$ cat config.mk
export PLATFORM = sky130hd
export DESIGN_NAME = muldiv_ctrl
export DESIGN_NICKNAME = d
export VERILOG_FILES = /design/src/rtl/muldiv_ctrl_pkg.sv /design/src/rtl/muldiv_ctrl_prep.sv /design/src/rtl/muldiv_ctrl.sv
export SDC_FILE = /design/constraint.sdc
export NUM_CORES = 1
export LEC_CHECK = 0
export ABC_AREA = 1
export BUFFER_PORTS_ARGS = -buffer_cell sky130_fd_sc_hd__buf_2
export CAP_MARGIN = 5
export CORE_AREA = 2 2 205 207
export CTS_CLUSTER_DIAMETER = 60
export DETAILED_ROUTE_END_ITERATION = 10
export DIE_AREA = 0 0 207 209
export SYNTH_ARGS = -nofsm -noshare
export SYNTH_HDL_FRONTEND = slang
export SYNTH_SLANG_ARGS = --single-unit
$ cat constraint.sdc
create_clock -name clk -period 2.8 [get_ports clk]
set_clock_uncertainty 0.2 [all_clocks]
set_input_delay 0.56 -clock clk [delete_from_list [all_inputs] [get_ports clk]]
set_output_delay 0.56 -clock clk [all_outputs]
set_load 0.05 [all_outputs]
$ cat src/rtl/muldiv_ctrl_pkg.sv
// Shared types and constants for the mul/div sequencer.
package muldiv_ctrl_pkg;

    typedef enum logic [2:0] {
        MD_MUL  = 3'd0,
        MD_DIV  = 3'd1,
        MD_DIVU = 3'd2,
        MD_REM  = 3'd3,
        MD_REMU = 3'd4
    } mdop_t;

    typedef enum logic [1:0] {
        IDLE     = 2'd0,
        MUL_BUSY = 2'd1,
        DIV_BUSY = 2'd2,
        DONE     = 2'd3
    } md_state_t;

    localparam logic [63:0] MIN64      = 64'h8000_0000_0000_0000;
    localparam logic [63:0] MIN32_SEXT = 64'hFFFF_FFFF_8000_0000;

    typedef struct packed {
        mdop_t       op;
        logic        word;
        logic [63:0] a;
        logic [63:0] b;
    } md_req_t;

endpackage

$ cat src/rtl/muldiv_ctrl_prep.sv
// Operand extension plus detection of the divide cases that never reach the unit.
module muldiv_ctrl_prep
    import muldiv_ctrl_pkg::*;
#(
    parameter int XLEN = 64
) (
    input  logic [2:0]      op_i,
    input  logic            word_i,
    input  logic [XLEN-1:0] a_i,
    input  logic [XLEN-1:0] b_i,
    output logic [XLEN-1:0] opa_o,
    output logic [XLEN-1:0] opb_o,
    output logic            signed_o,
    output logic            special_o,
    output logic [XLEN-1:0] special_res_o
);

    function automatic logic signed [XLEN-1:0] sext32(input logic [XLEN-1:0] v);
        return {{(XLEN-32){v[31]}}, v[31:0]};
    endfunction

    function automatic logic [XLEN-1:0] zext32(input logic [XLEN-1:0] v);
        return {{(XLEN-32){1'b0}}, v[31:0]};
    endfunction

    mdop_t                  op;
    logic                   is_div;
    logic                   is_rem;
    logic                   is_signed;
    logic signed [XLEN-1:0] opa_s;
    logic signed [XLEN-1:0] opb_s;
    logic                   div_zero;
    logic                   div_ovf;
    logic [XLEN-1:0]        raw_res;

    assign op        = mdop_t'(op_i);
    assign is_div    = (op != MD_MUL);
    assign is_rem    = (op == MD_REM) || (op == MD_REMU);
    assign is_signed = (op == MD_DIV) || (op == MD_REM);

    // Extend W-variant operands by signedness; unsigned divides zero-extend.
    always_comb begin
        opa_s = a_i;
        opb_s = b_i;
        if (word_i) begin
            if (op == MD_DIVU || op == MD_REMU) begin
                opa_s = zext32(a_i);
                opb_s = zext32(b_i);
            end else begin
                opa_s = sext32(a_i);
                opb_s = sext32(b_i);
            end
        end
    end

    // Sign-extended -1 is all-ones at either width, so one compare covers both.
    assign div_zero = is_div && (opb_s == '0);
    assign div_ovf  = is_signed && (opb_s == '1) &&
                      (word_i ? (opa_s == MIN32_SEXT) : (opa_s == MIN64));

    // Fixed architectural results, formatted the same way a unit result would be.
    always_comb begin
        raw_res = '0;
        if (div_zero)
            raw_res = is_rem ? opa_s : '1;
        else if (div_ovf)
            raw_res = is_rem ? '0 : opa_s;
        special_res_o = word_i ? sext32(raw_res) : raw_res;
    end

    assign opa_o     = opa_s;
    assign opb_o     = opb_s;
    assign signed_o  = is_signed;
    assign special_o = div_zero || div_ovf;

endmodule

$ cat src/rtl/muldiv_ctrl.sv
// Sequencer that launches the shared mul/div unit, stalls the pipe and returns the result.
module muldiv_ctrl
    import muldiv_ctrl_pkg::*;
#(
    parameter int XLEN    = 64,
    parameter int MUL_LAT = 3
) (
    input  logic            clk,
    input  logic            reset,
    input  logic            valid_i,
    input  logic [2:0]      op_i,
    input  logic            word_i,
    input  logic [XLEN-1:0] a_i,
    input  logic [XLEN-1:0] b_i,
    input  logic            flush_i,
    output logic            stall_o,
    output logic            done_o,
    output logic [XLEN-1:0] result_o,
    output logic            start_mul_o,
    output logic            start_div_o,
    output logic            abort_o,
    output logic [XLEN-1:0] opa_o,
    output logic [XLEN-1:0] opb_o,
    output logic            signed_o,
    input  logic [XLEN-1:0] prod_i,
    input  logic [XLEN-1:0] quot_i,
    input  logic [XLEN-1:0] rem_i,
    input  logic            div_done_i
);

    localparam int CNT_W = $clog2(MUL_LAT + 1);

    function automatic logic [XLEN-1:0] fmt_res(input logic [XLEN-1:0] v, input logic word);
        return word ? {{(XLEN-32){v[31]}}, v[31:0]} : v;
    endfunction

    md_req_t         req;
    md_state_t       state, state_nxt;
    logic [CNT_W-1:0] cnt_p0;
    mdop_t           op_p0;
    logic            word_p0;
    logic [XLEN-1:0] result_p0;
    logic            special;
    logic [XLEN-1:0] special_res;
    logic            accept;
    logic            cnt_last;
    logic            cap_spec, cap_mul, cap_div;

    assign req = '{op: mdop_t'(op_i), word: word_i, a: a_i, b: b_i};

    muldiv_ctrl_prep #(.XLEN(XLEN)) u_prep (
        .op_i          (req.op),
        .word_i        (req.word),
        .a_i           (req.a),
        .b_i           (req.b),
        .opa_o         (opa_o),
        .opb_o         (opb_o),
        .signed_o      (signed_o),
        .special_o     (special),
        .special_res_o (special_res)
    );

    assign accept   = (state == IDLE) && valid_i && !flush_i;
    assign cnt_last = (cnt_p0 == CNT_W'(1));

    // State register.
    always_ff @(posedge clk) begin
        if (reset) state <= IDLE;
        else       state <= state_nxt;
    end

    // Next-state logic; flush overrides every other transition.
    always_comb begin
        state_nxt = state;
        if (flush_i) begin
            state_nxt = IDLE;
        end else begin
            case (state)
                IDLE:     if (valid_i) state_nxt = special ? DONE :
                                                   (req.op == MD_MUL) ? MUL_BUSY : DIV_BUSY;
                MUL_BUSY: if (cnt_last) state_nxt = DONE;
                DIV_BUSY: if (div_done_i) state_nxt = DONE;
                default:  state_nxt = IDLE;
            endcase
        end
    end

    // Control outputs and capture strobes; all held low while in reset.
    always_comb begin
        stall_o     = 1'b0;
        done_o      = 1'b0;
        start_mul_o = 1'b0;
        start_div_o = 1'b0;
        abort_o     = 1'b0;
        cap_spec    = 1'b0;
        cap_mul     = 1'b0;
        cap_div     = 1'b0;
        if (!reset) begin
            stall_o     = (valid_i && state == IDLE) || state == MUL_BUSY || state == DIV_BUSY;
            done_o      = (state == DONE) && !flush_i;
            start_mul_o = accept && !special && (req.op == MD_MUL);
            start_div_o = accept && !special && (req.op != MD_MUL);
            abort_o     = flush_i && (state == MUL_BUSY || state == DIV_BUSY);
            cap_spec    = accept && special;
            cap_mul     = (state == MUL_BUSY) && cnt_last && !flush_i;
            cap_div     = (state == DIV_BUSY) && div_done_i && !flush_i;
        end
    end

    // Latency counter and result register.
    always_ff @(posedge clk) begin
        if (reset) begin
            cnt_p0    <= '0;
            result_p0 <= '0;
        end else begin
            if (start_mul_o)
                cnt_p0 <= CNT_W'(MUL_LAT);
            else if (state == MUL_BUSY)
                cnt_p0 <= cnt_p0 - CNT_W'(1);
            if (cap_spec)
                result_p0 <= special_res;
            else if (cap_mul)
                result_p0 <= fmt_res(prod_i, word_p0);
            else if (cap_div)
                result_p0 <= fmt_res((op_p0 == MD_REM || op_p0 == MD_REMU) ? rem_i : quot_i,
                                     word_p0);
        end
    end

    // Accepted op attributes used when the unit result comes back.
    always_ff @(posedge clk) begin
        if (accept) begin
            op_p0   <= req.op;
            word_p0 <= req.word;
        end
    end

    assign result_o = result_p0;

endmodule

# Word-level counts from Yosys, hierarchy flattened
# Cells that the tools add are included.
[totals] ff_bits=72 in_bits=329 out_inout_bits=198 wordCells=87
[classes] add_sub_neg=1 eq_ne=16 muxes=32 reduce_logical=33
[op_table] op="$mux W64" count=15
[op_table] op="$eq A64 B64 Y1 const B" count=3
[op_table] op="$logic_not A64 Y1" count=1
[op_table] op="$logic_and A1 B1 Y1" count=15
[op_table] op="$mux W2" count=7
[op_table] op="$eq A3 B2 Y1 const B" count=3
[op_table] op="$mux W1" count=9
[op_table] op="$logic_or A1 B1 Y1" count=8
[op_table] op="$eq A3 B3 Y1 const B" count=2
[op_table] op="$ne A2 B2 Y1 const B" count=3
[op_table] op="$pmux W2 S3" count=1
[op_table] op="$reduce_bool A3 Y1" count=2
[op_table] op="$eq A2 B1 Y1 const B" count=2
[op_table] op="$eq A2 B2 Y1 const B" count=2
[op_table] op="$eq A3 B1 Y1 const B" count=1
[op_table] op="$logic_not A3 Y1" count=1
[op_table] op="$reduce_and A3 Y1" count=1
[op_table] op="$logic_not A1 Y1" count=2
[op_table] op="$logic_not A2 Y1" count=1
[op_table] op="$reduce_bool A2 Y1" count=1
[op_table] op="$reduce_or A2 Y1" count=1
[op_table] op="$sub A2 B1 Y2 const B" count=1

# Depth between registers and ports, before layout
# Gate-level depths: netlist of the first run.
[depth] word_depth=13 depth_mapped=19 ltp_nobuf=16

# Hierarchy
# From an unflattened synthesis of the first run, not the netlist that was laid out.
[hier_totals] hier_cells=1571 area_unflattened_um2=8471.9
[by_module_without_submodules] mod="muldiv_ctrl" instances=1 cells_each=958 area_per_inst_um2=5525.3 seq_area_each_um2=1481.4
[by_module_without_submodules] mod="muldiv_ctrl_prep" instances=1 cells_each=613 area_per_inst_um2=2946.6 seq_area_each_um2=0.0

# Worst setup path before layout of the first run
# No wires, ideal clock.
[synth_timing] kind="input to output" startpoint="input port word_i" endpoint="output port start_div_o" arrival_time_ns=2.652 required_ns=2.040 setup_slack_ns=-0.612 cell_stages=11 path_buffers=2 cell_sequence="buf_6 nand2_1 inv_2 nand3_2 buf_6 nand2_1 nor3_2 nand3_2 nand2_1 or2_2 nor2_1"
[synth_via] elab_chain_cells=9 word_cells_on_any_way=15 cone_classes="eq/ne: 3; mux: 4; reduce/logical: 8"
[synth_rtl] element="start, declared" line="muldiv_ctrl.sv:12" rtl="input logic word_i,"
[synth_rtl] element="$mux W64 (*)" line="muldiv_ctrl_prep.sv:45" rtl="if (word_i) begin"
[synth_rtl] element="via opb_o[37]" line="muldiv_ctrl.sv:23" rtl="output logic [XLEN-1:0] opb_o,"
[synth_rtl] element="$eq A64 B64 Y1" line="muldiv_ctrl_prep.sv:58" rtl="assign div_ovf = is_signed && (opb_s == '1) &&"
[synth_rtl] element="$logic_and A1 B1 Y1 (2 in a row)" line="muldiv_ctrl_prep.sv:58"
[synth_rtl] element="$logic_or A1 B1 Y1 (*)" line="muldiv_ctrl_prep.sv:74" rtl="assign special_o = div_zero || div_ovf;"
[synth_rtl] element="$logic_not A1 Y1 (*)" line="muldiv_ctrl.sv:102" rtl="start_div_o = accept && !special && (req.op != MD_MUL);"
[synth_rtl] element="$logic_and A1 B1 Y1 (*) (2 in a row)" line="muldiv_ctrl.sv:102"
[synth_rtl] element="$mux W1 (*)" line="muldiv_ctrl.sv:98" rtl="if (!reset) begin"
[synth_rtl] element="end, declared" line="muldiv_ctrl.sv:20" rtl="output logic start_div_o,"
# The timed path passes the listed nets; every way through them passes the cells marked *.

# Worst setup path in the final report of the first run
[layout_timing] startpoint="input port op_i[0]" endpoint="output port start_div_o"
[layout_via] elab_chain_cells=12 word_cells_on_any_way=24 cone_classes="eq/ne: 7; mux: 6; reduce/logical: 11"
[layout_rtl] element="start, declared" line="muldiv_ctrl.sv:11" rtl="input logic [2:0] op_i,"
[layout_rtl] element="$eq A3 B2 Y1 / $eq A3 B3 Y1 (equally long branches)" line="muldiv_ctrl_prep.sv:46" rtl="if (op == MD_DIVU || op == MD_REMU) begin"
[layout_rtl] element="$logic_or A1 B1 Y1" line="muldiv_ctrl_prep.sv:46"
[layout_rtl] element="$mux W64" line="muldiv_ctrl_prep.sv:46"
[layout_rtl] element="$mux W64" line="muldiv_ctrl_prep.sv:45"
[layout_rtl] element="$eq A64 B64 Y1, on equally long branches" line="muldiv_ctrl_prep.sv:59, muldiv_ctrl_prep.sv:58"
[layout_rtl] element="$mux W1 / $logic_and A1 B1 Y1 (equally long branches)" line="muldiv_ctrl_prep.sv:59, muldiv_ctrl_prep.sv:58"
[layout_rtl] element="$logic_and A1 B1 Y1" line="muldiv_ctrl_prep.sv:58"
[layout_rtl] element="$logic_or A1 B1 Y1" line="muldiv_ctrl_prep.sv:74"
[layout_rtl] element="$logic_not A1 Y1" line="muldiv_ctrl.sv:102"
[layout_rtl] element="$logic_and A1 B1 Y1" line="muldiv_ctrl.sv:102"
[layout_rtl] element="$logic_and A1 B1 Y1 (*)" line="muldiv_ctrl.sv:102"
[layout_rtl] element="$mux W1 (*)" line="muldiv_ctrl.sv:98"
# Mark *: on every way between the ends. The rest lies on a longest branch, timed or not.

==> metrics.yaml, run 1 <==
status: "finished, violations left"
violations: "negative setup slack"
crit_path_start_kind: "input port"
hpwl_um: 33870
peakVddDrop_mv: 0.2251
arrival_ps: 2200
netlist_top_cells_count: "nand2_1, nor2_1, o21ai_0"
clk_pin_slew_ps: 70
crit_required_ps: 2040
die_h_um: 209
fin_area_um2: 12830
power_frac_seq_pct: 24.9
drive_above_1_share_pct: 46.38
routabilityCongestion: 0.9293
regArea_um2: 1481
synth-warning-count: 0
p_per_area_nw_per_um2: 333.8
worstSetupEndpointType: "output pin"
crit_path_max_fanout: 7
placed_area_um2: 11520
clk_latency_ps: 360
post-place-ws_ps: -660.0
synth_area_leaders: "dfxtp_1, nand2_1, o21ai_0"
worst-path-buf-inv: 5
comb_power_share_pct: 45.3
rsz0062_at_grt: "yes"
fill_cells: 4591
reg2reg_depth: 10
p_switching_w: 0.001774
core.rowCount: 75
tightest_slew_ps: 752.0
fin_crit_sh_pct: 105.6
slew_headroom_pct: 49.81
syn_nets: 1634
crit_slowest_cell: "or2_4"
hold_violations: 0
drcViolationCount: 0
holdPathStages: 3
synth-async-reset-ratio_pct: 0
cap_viol_max_count: 0
start_util_pct: 17.99
hold-path-endpoint: "result_o[17]$_SDFFE_PP0P_"
cpLargestDelayFamily: "simple AND/OR/NAND/NOR gates"
multiInputGateArea_um2: 4979
grt_overflow: 0
hold_class: "input port to flip-flop"
avgSynthCellArea_um2: 5.719
ys_types: 41
fin_nets: 2221
max_freq_mhz: 338.2
critPathKind: "input port to output pin"
syn_to_final_growth_pct: 72.76
yosysMostFrequentCell: "nand2_1"
slew_viol_final: 0
synth_ff_type: "dfxtp_1"
clock_sinks: 72
max_stage_delay_ps: 250
min-delay-start: "a_i[17]"
track_usage_pct: 18.62
drt-initial-drc-count: 727
setup_tns_ps: -169.8
wire_per_inst_um: 18.39
cts_buffers: 9
grt_first_pass_wirelength_um: 62120
netlist_instances: 1299
antenna_left: 0
setup_violations: 2
synth_area_um2: 7428
grt_max_degree: 53
dieArea_um2: 43260
power_leakage_nw: 6.724
setup_slack_ps: -157.2
io-pin-count: 527
port_buffers: 526
yosysTopAreaCell: "dfxtp_1"
routed_wl_um: 44730
ys_ff_latch: 72
tritoncts: "built"
synth_seq_area_share_pct: 19.94
cp_cell_sequence: "buf_8, nor2_4, nand2_4, nand3_4, buf_12, buf_12, nand2_8, nand2_4, inv_2, nand4_1, nor2_2, nand2_1, nand2_2, or2_4, nor2_4, buf_8"
root_buffer: "clkbuf_16"
num_vias: 11140
die_w_um: 207
clkPwrFrac_pct: 29.8
power.internal_w: 0.002509
htreeDepth: 3
synth_edf_count: 4
netlist.area_leader.share_pct: 18.33
netSwitchingFraction_pct: 41.42
grt_pass1_vias: 10660
worstReg2RegStart: "state[1]$_SDFFE_PP0P_"
clk_path_buf_depth: 2
firstDrtPassIters: 5
antenna_found_initial: 2
rrSetupSlack_ps: 170
period_minus_slack_ps: 2957
viasPerCell: 4.581
worst_r2r_endpoint: "result_o[49]$_SDFFE_PP0P_"
core_um2: 41290
power by group through the flow:
stage,registers (W),logic (W),clock network (W)
floorplan,0.00114,0.00103,0
global placement,0.00109,0.00183,0
detailed placement,0.00109,0.00184,0
CTS,0.00107,0.00190,0.00132
global route,0.00107,0.00208,0.00135
finish,0.00107,0.00194,0.00127
layout by cell type (no fill, tap or decap), types with 46 or more instances in the layout:
cell type / instances
buf_2: 507
nand2_1: 253
nor2_1: 177
buf_4: 167
a21oi_1: 132
o21ai_0: 126
inv_1: 91
dfxtp_1: 68
nand3_1: 58
o21ai_1: 46
metal layers:
layer | wire length [um] | up-vias | track usage [%]
li1 | - | 5411 | -
met1 | 18550 | 5123 | 22.95
met2 | 22230 | 559 | 32.85
met3 | 2852 | 49 | 3.081
met4 | 1104 | 0 | 6.084
met5 | 0 | - | 0
area by class of cell:
type                       count  area share, %
sequential                    72          11.54
multi-input combinational    967          38.79
timing repair buffer         734          38.75
clock buffer                  10          1.950
tap                          539          5.255
inverter                     102          3.159
clock inverter                 6         0.5070
antenna                        2        0.03900
worst reg2reg max path, delay by kind of cell, from the launching register on:
family / cells / cell delay [ps]
AOI/OAI and AO/OA: 2 / 360
adders and majority gates: 1 / 290
DFF: 1 / 360
and+or+nand+nor: 4 / 570
buffers and inverters: 3 / 750
worst max-delay path by stage:
stage / end / depth (start not counted) / start
after floorplan: start_div_o / 11 / word_i
after global placement: start_div_o / 16 / a_i[0]
after detailed placement: start_div_o / 16 / a_i[0]
after CTS: start_div_o / 16 / op_i[1]
after global routing: start_div_o / 16 / op_i[0]
final: start_div_o / 16 / op_i[0]
sequential cells by signal, indices dropped and copies added, names as in the netlist:
name / cells
state: 2
result_o: 64
op_p0: 3
word_p0: 1
cnt_p0: 2
metrics by stage:
step,util (%),hold WS (ps),instances,total power [W]
after floorplan,-,294.1,1299,0.002173
after detailed placement,27.90,307.2,2382,0.002926
after global placement,27.90,304.3,2382,0.002919
after global routing,31.08,272.2,2432,0.004495
after CTS,29.56,261.4,2408,0.004288
final,31.08,286.8,2432,0.004284
kinds of logic (layout without fill, tap and decap cells):
logic type	after synthesis	count (layout)	share of synthesized area (%)
simple gates	565	567	31.21
compound gates	392	392	28.33
buf+inv	262	852	19.25
flops	72	72	19.94
fa+ha+maj	6	6	1.011
xor+xnor	1	1	0.1179
mux	1	1	0.1348
other cells	0	2	0
repair_timing:
action                                  in CTS  in global routing
hold buffers                                 0                  0
endpoints found under the setup margin      96                 75
resized for setup                           63                 92
cloned                                       3                 16
buffers inserted                             8                  7
pin swaps                                   21                 23
No activity file was read; power rests on OpenSTA's default activity.
==> inputs of run 2 (changes only) <==
--- a/config.mk
+++ b/config.mk
@@ -14,4 +14,5 @@
 export DIE_AREA = 0 0 207 209
 export SYNTH_ARGS = -nofsm -noshare
 export SYNTH_HDL_FRONTEND = slang
+export SYNTH_HIERARCHICAL = 1
 export SYNTH_SLANG_ARGS = --single-unit
==> metrics.yaml, run 2 <==
holdPathStages: 2  # was 3
antenna_left: 0  # unchanged
clk_path_buf_depth: 2  # unchanged
status: "finished, violations left"  # unchanged
routabilityCongestion: 0.9478  # was 0.9293
synth_area_leaders: "nand2_1, dfxtp_1, inv_1"  # was dfxtp_1, nand2_1, o21ai_0
wire_per_inst_um: 17.35  # was 18.39 um
max_freq_mhz: 333.6  # was 338.2 MHz
grt_overflow: 0  # unchanged
hold-path-endpoint: "cnt_p0[0]$_SDFFE_PP0P_"  # was result_o[17]$_SDFFE_PP0P_
setup_violations: 66  # was 2
htreeDepth: 3  # unchanged
hpwl_um: 36290  # was 33,870 um
hold_ws_ps: 309.4  # was 286.8 ps
core.rowCount: 75  # unchanged
viasPerCell: 4.636  # was 4.581
grt_max_degree: 65  # was 53
tightest_slew_ps: 692.7  # was 752.0 ps
drt-initial-drc-count: 1071  # was 727
power_leakage_nw: 7.985  # was 6.724 nW
port_buffers: 526  # unchanged
syn_to_final_growth_pct: 66.55  # was 72.76%
synth-async-reset-ratio_pct: 0  # unchanged
num_vias: 12580  # was 11,140
cp_common_cell: "nor2_2"
crit_slowest_cell: "buf_8"  # was or2_4
start_util_pct: 20.52  # was 17.99%
fin_util_pct: 34.17  # was 31.08%
rsz0062_at_grt: "yes"  # unchanged
worstReg2RegStart: "op_p0[1]$_DFFE_PN_"  # was state[1]$_SDFFE_PP0P_
die_w_um: 207  # unchanged
fill_cells: 4611  # was 4,591
rrSetupSlack_ps: 310  # was 170 ps
peakVddDrop_mv: 0.3291  # was 0.2251 mV
arrival_ps: 2240  # was 2200 ps
synth_ff_type: "dfxtp_1"  # unchanged
hold_class: "input port to flip-flop"  # unchanged
routed_wl_um: 47100  # was 44,730 um
crit_required_ps: 2040  # about the same
slew_headroom_pct: 53.82  # was 49.81%
syn_nets: 1906  # was 1,634
netlist_top_cells_count: "nand2_1, inv_1, nand3_1"  # was nand2_1, nor2_1, o21ai_0
crit_path_start_kind: "input port"  # unchanged
period_minus_slack_ps: 2998  # was 2957 ps
fin_nets: 2500  # was 2,221
synth_edf_count: 4  # unchanged
worst_r2r_endpoint: "result_o[34]$_SDFFE_PP0P_"  # was result_o[49]$_SDFFE_PP0P_
cp_cell_sequence: "buf_2, inv_1, nand2_1, nor2_4, nand2_1, nor2_2, buf_6, nand2_2, nor2_2, buf_6, nand3_2, nor2_2, nand2_2, nand2_4, buf_12, a21oi_4, inv_2, nor2_4, buf_8"  # was buf_8, nor2_4, nand2_4, nand3_4, buf_12, buf_12, nand2_8, nand2_4, inv_2, nand4_1, nor2_2, nand2_1, nand2_2, or2_4, nor2_4, buf_8
grt_first_pass_wirelength_um: 66500  # was 62,120 um
clock_sinks: 72  # unchanged
cts_buffers: 9  # unchanged
p_per_area_nw_per_um2: 310.4  # was 333.8 nW/um^2
drive_above_1_share_pct: 40.83  # was 46.38%
tritoncts: "built"  # unchanged
io-pin-count: 527  # unchanged
hold_violations: 0  # unchanged
synth-warning-count: 6  # was 0
synth_area_um2: 8472  # was 7428 um^2
firstDrtPassIters: 5  # unchanged
yosysTopAreaCell: "nand2_1"  # was dfxtp_1
avgSynthCellArea_um2: 5.393  # was 5.719 um^2
worst-path-buf-inv: 7  # was 5
cpLargestDelayFamily: "simple AND/OR/NAND/NOR gates"  # unchanged
ys_ff_latch: 72  # unchanged
yosysMostFrequentCell: "nand2_1"  # unchanged
track_usage_pct: 19.52  # was 18.62%
synth_seq_area_share_pct: 17.49  # was 19.94%
critPathKind: "input port to output pin"  # unchanged
clk_pin_slew_ps: 60  # was 70 ps
cap_viol_max_count: 0  # unchanged
slew_viol_final: 0  # unchanged
final_cell_mix: "buf_2, nand2_1, inv_1"  # was buf_2, nand2_1, nor2_1
antenna_found_initial: 6  # was 2
netlist_instances: 1571  # was 1,299
ys_types: 32  # was 41
drcViolationCount: 0  # unchanged
final_common_cell: "buf_2"  # unchanged
clk_latency_ps: 350  # was 360 ps
max_stage_delay_ps: 140  # was 250 ps
fin_crit_sh_pct: 107.1  # was 105.6%
reg2reg_depth: 7  # was 10
dieArea_um2: 43260  # unchanged
core_um2: 41290  # unchanged
min-delay-start: "reset"  # was a_i[17]
setup_slack_ps: -197.6  # was -157.2 ps
worstSetupEndpointType: "output pin"  # unchanged
violations: "negative setup slack"  # unchanged
die_h_um: 209  # unchanged
crit_path_max_fanout: 2  # was 7
netlist.area_leader.share_pct: 20.38  # was 18.33%
grt_pass1_vias: 11610  # was 10,660
root_buffer: "clkbuf_16"  # unchanged
largest_register_ffs: 64  # unchanged
## run 2: cell count changes in the layout (fill, tap and decap cells not counted), sizes merged, moves of 3 or more
cell,delta
o22ai,-32
nor2,-99
nand4,+35
a31oi,+32
nand2,+194
nand3,+77
clkbuf,+5
clkinv,-3
o21ai,-11
inv,+111
a21oi,-53
diode,+3
buf,+27
## run 2: layout make-up
| cell class | count | area, um^2 | area share [%] |
|---|---|---|---|
| antenna | 5 | 12.51 | 0.08868 |
| timing repair buffer | 766 | 5343 | 37.86 |
| tap | 539 | 674.4 | 4.780 |
| clock buffer | 12 | 256.5 | 1.818 |
| sequential | 72 | 1481 | 10.50 |
| multi-input combinational | 1102 | 5451 | 38.64 |
| clock inverter | 4 | 76.32 | 0.5409 |
| inverter | 214 | 814.5 | 5.773 |
## run 2: worst reg2reg max path: cells and delay by family (launching register included)
family	cells	cell delay, ps
AOI/OAI and AO/OA	2	640
and+or+nand+nor	4	790
buffers and inverters	1	330
DFF	1	420
## run 2: worst max-delay path by stage
stage                       start                   endpoint  slack, ps  depth (start not counted)
after floorplan            word_i                  opb_o[34]       -190                          4
after global placement    op_i[0]  result_o[59]$_SDFFE_PP0P_       -510                         21
after detailed placement   a_i[5]   result_o[7]$_SDFFE_PP0P_       -480                         21
after CTS                 a_i[13]                start_mul_o       -200                         15
after global routing       a_i[1]                start_div_o       -280                         19
final                      a_i[4]                start_div_o       -200                         19
## run 2: power by group
part           internal [W]  switching, W  total [W]
clock              0.000832      0.000489    0.00132
sequential          0.00106     0.0000148    0.00107
combinational      0.000685       0.00130    0.00199
## run 2: repair_timing
action,4_1_cts,5_1_grt
pin swaps,14,50
setup endpoints to repair,65,68
hold buffers,0,0
cloned,2,20
gates resized for setup,29,84
setup buffers,5,18
hold endpoints to repair,0,0
## run 2: layer usage
layer  GRT usage [%]  up-vias  wire length, um
met2           31.52      589            21940
met4           9.113        2             1819
met5               0        -               11
met3           3.051       82             3024
met1           25.48     5735            20300
li1                -     6175                -
## run 2: kinds of logic after synthesis
logic type | synth area share [%]
AOI/OAI and AO/OA | 19.78
xor gates and xnor gates | 0.1034
adders and majority gates | 0.8861
buffers and inverters | 22.79
DFF | 17.49
and+or+nand+nor | 38.96
## run 2: metrics by stage
step / total power [W] / setup slack [ps] / TNS [ps] / cell area, um^2 / std cells
floorplan: 0.002248 / -194.1 / -7908 / 8797 / 1571
global placement: 0.003001 / -507.3 / -27320 / 12720 / 2649
detailed placement: 0.003004 / -476.5 / -26420 / 12720 / 2649
CTS: 0.004373 / -196.0 / -9360 / 13260 / 2672
global route: 0.004597 / -282.0 / -13190 / 14110 / 2714
finish: 0.004379 / -197.6 / -3970 / 14110 / 2714
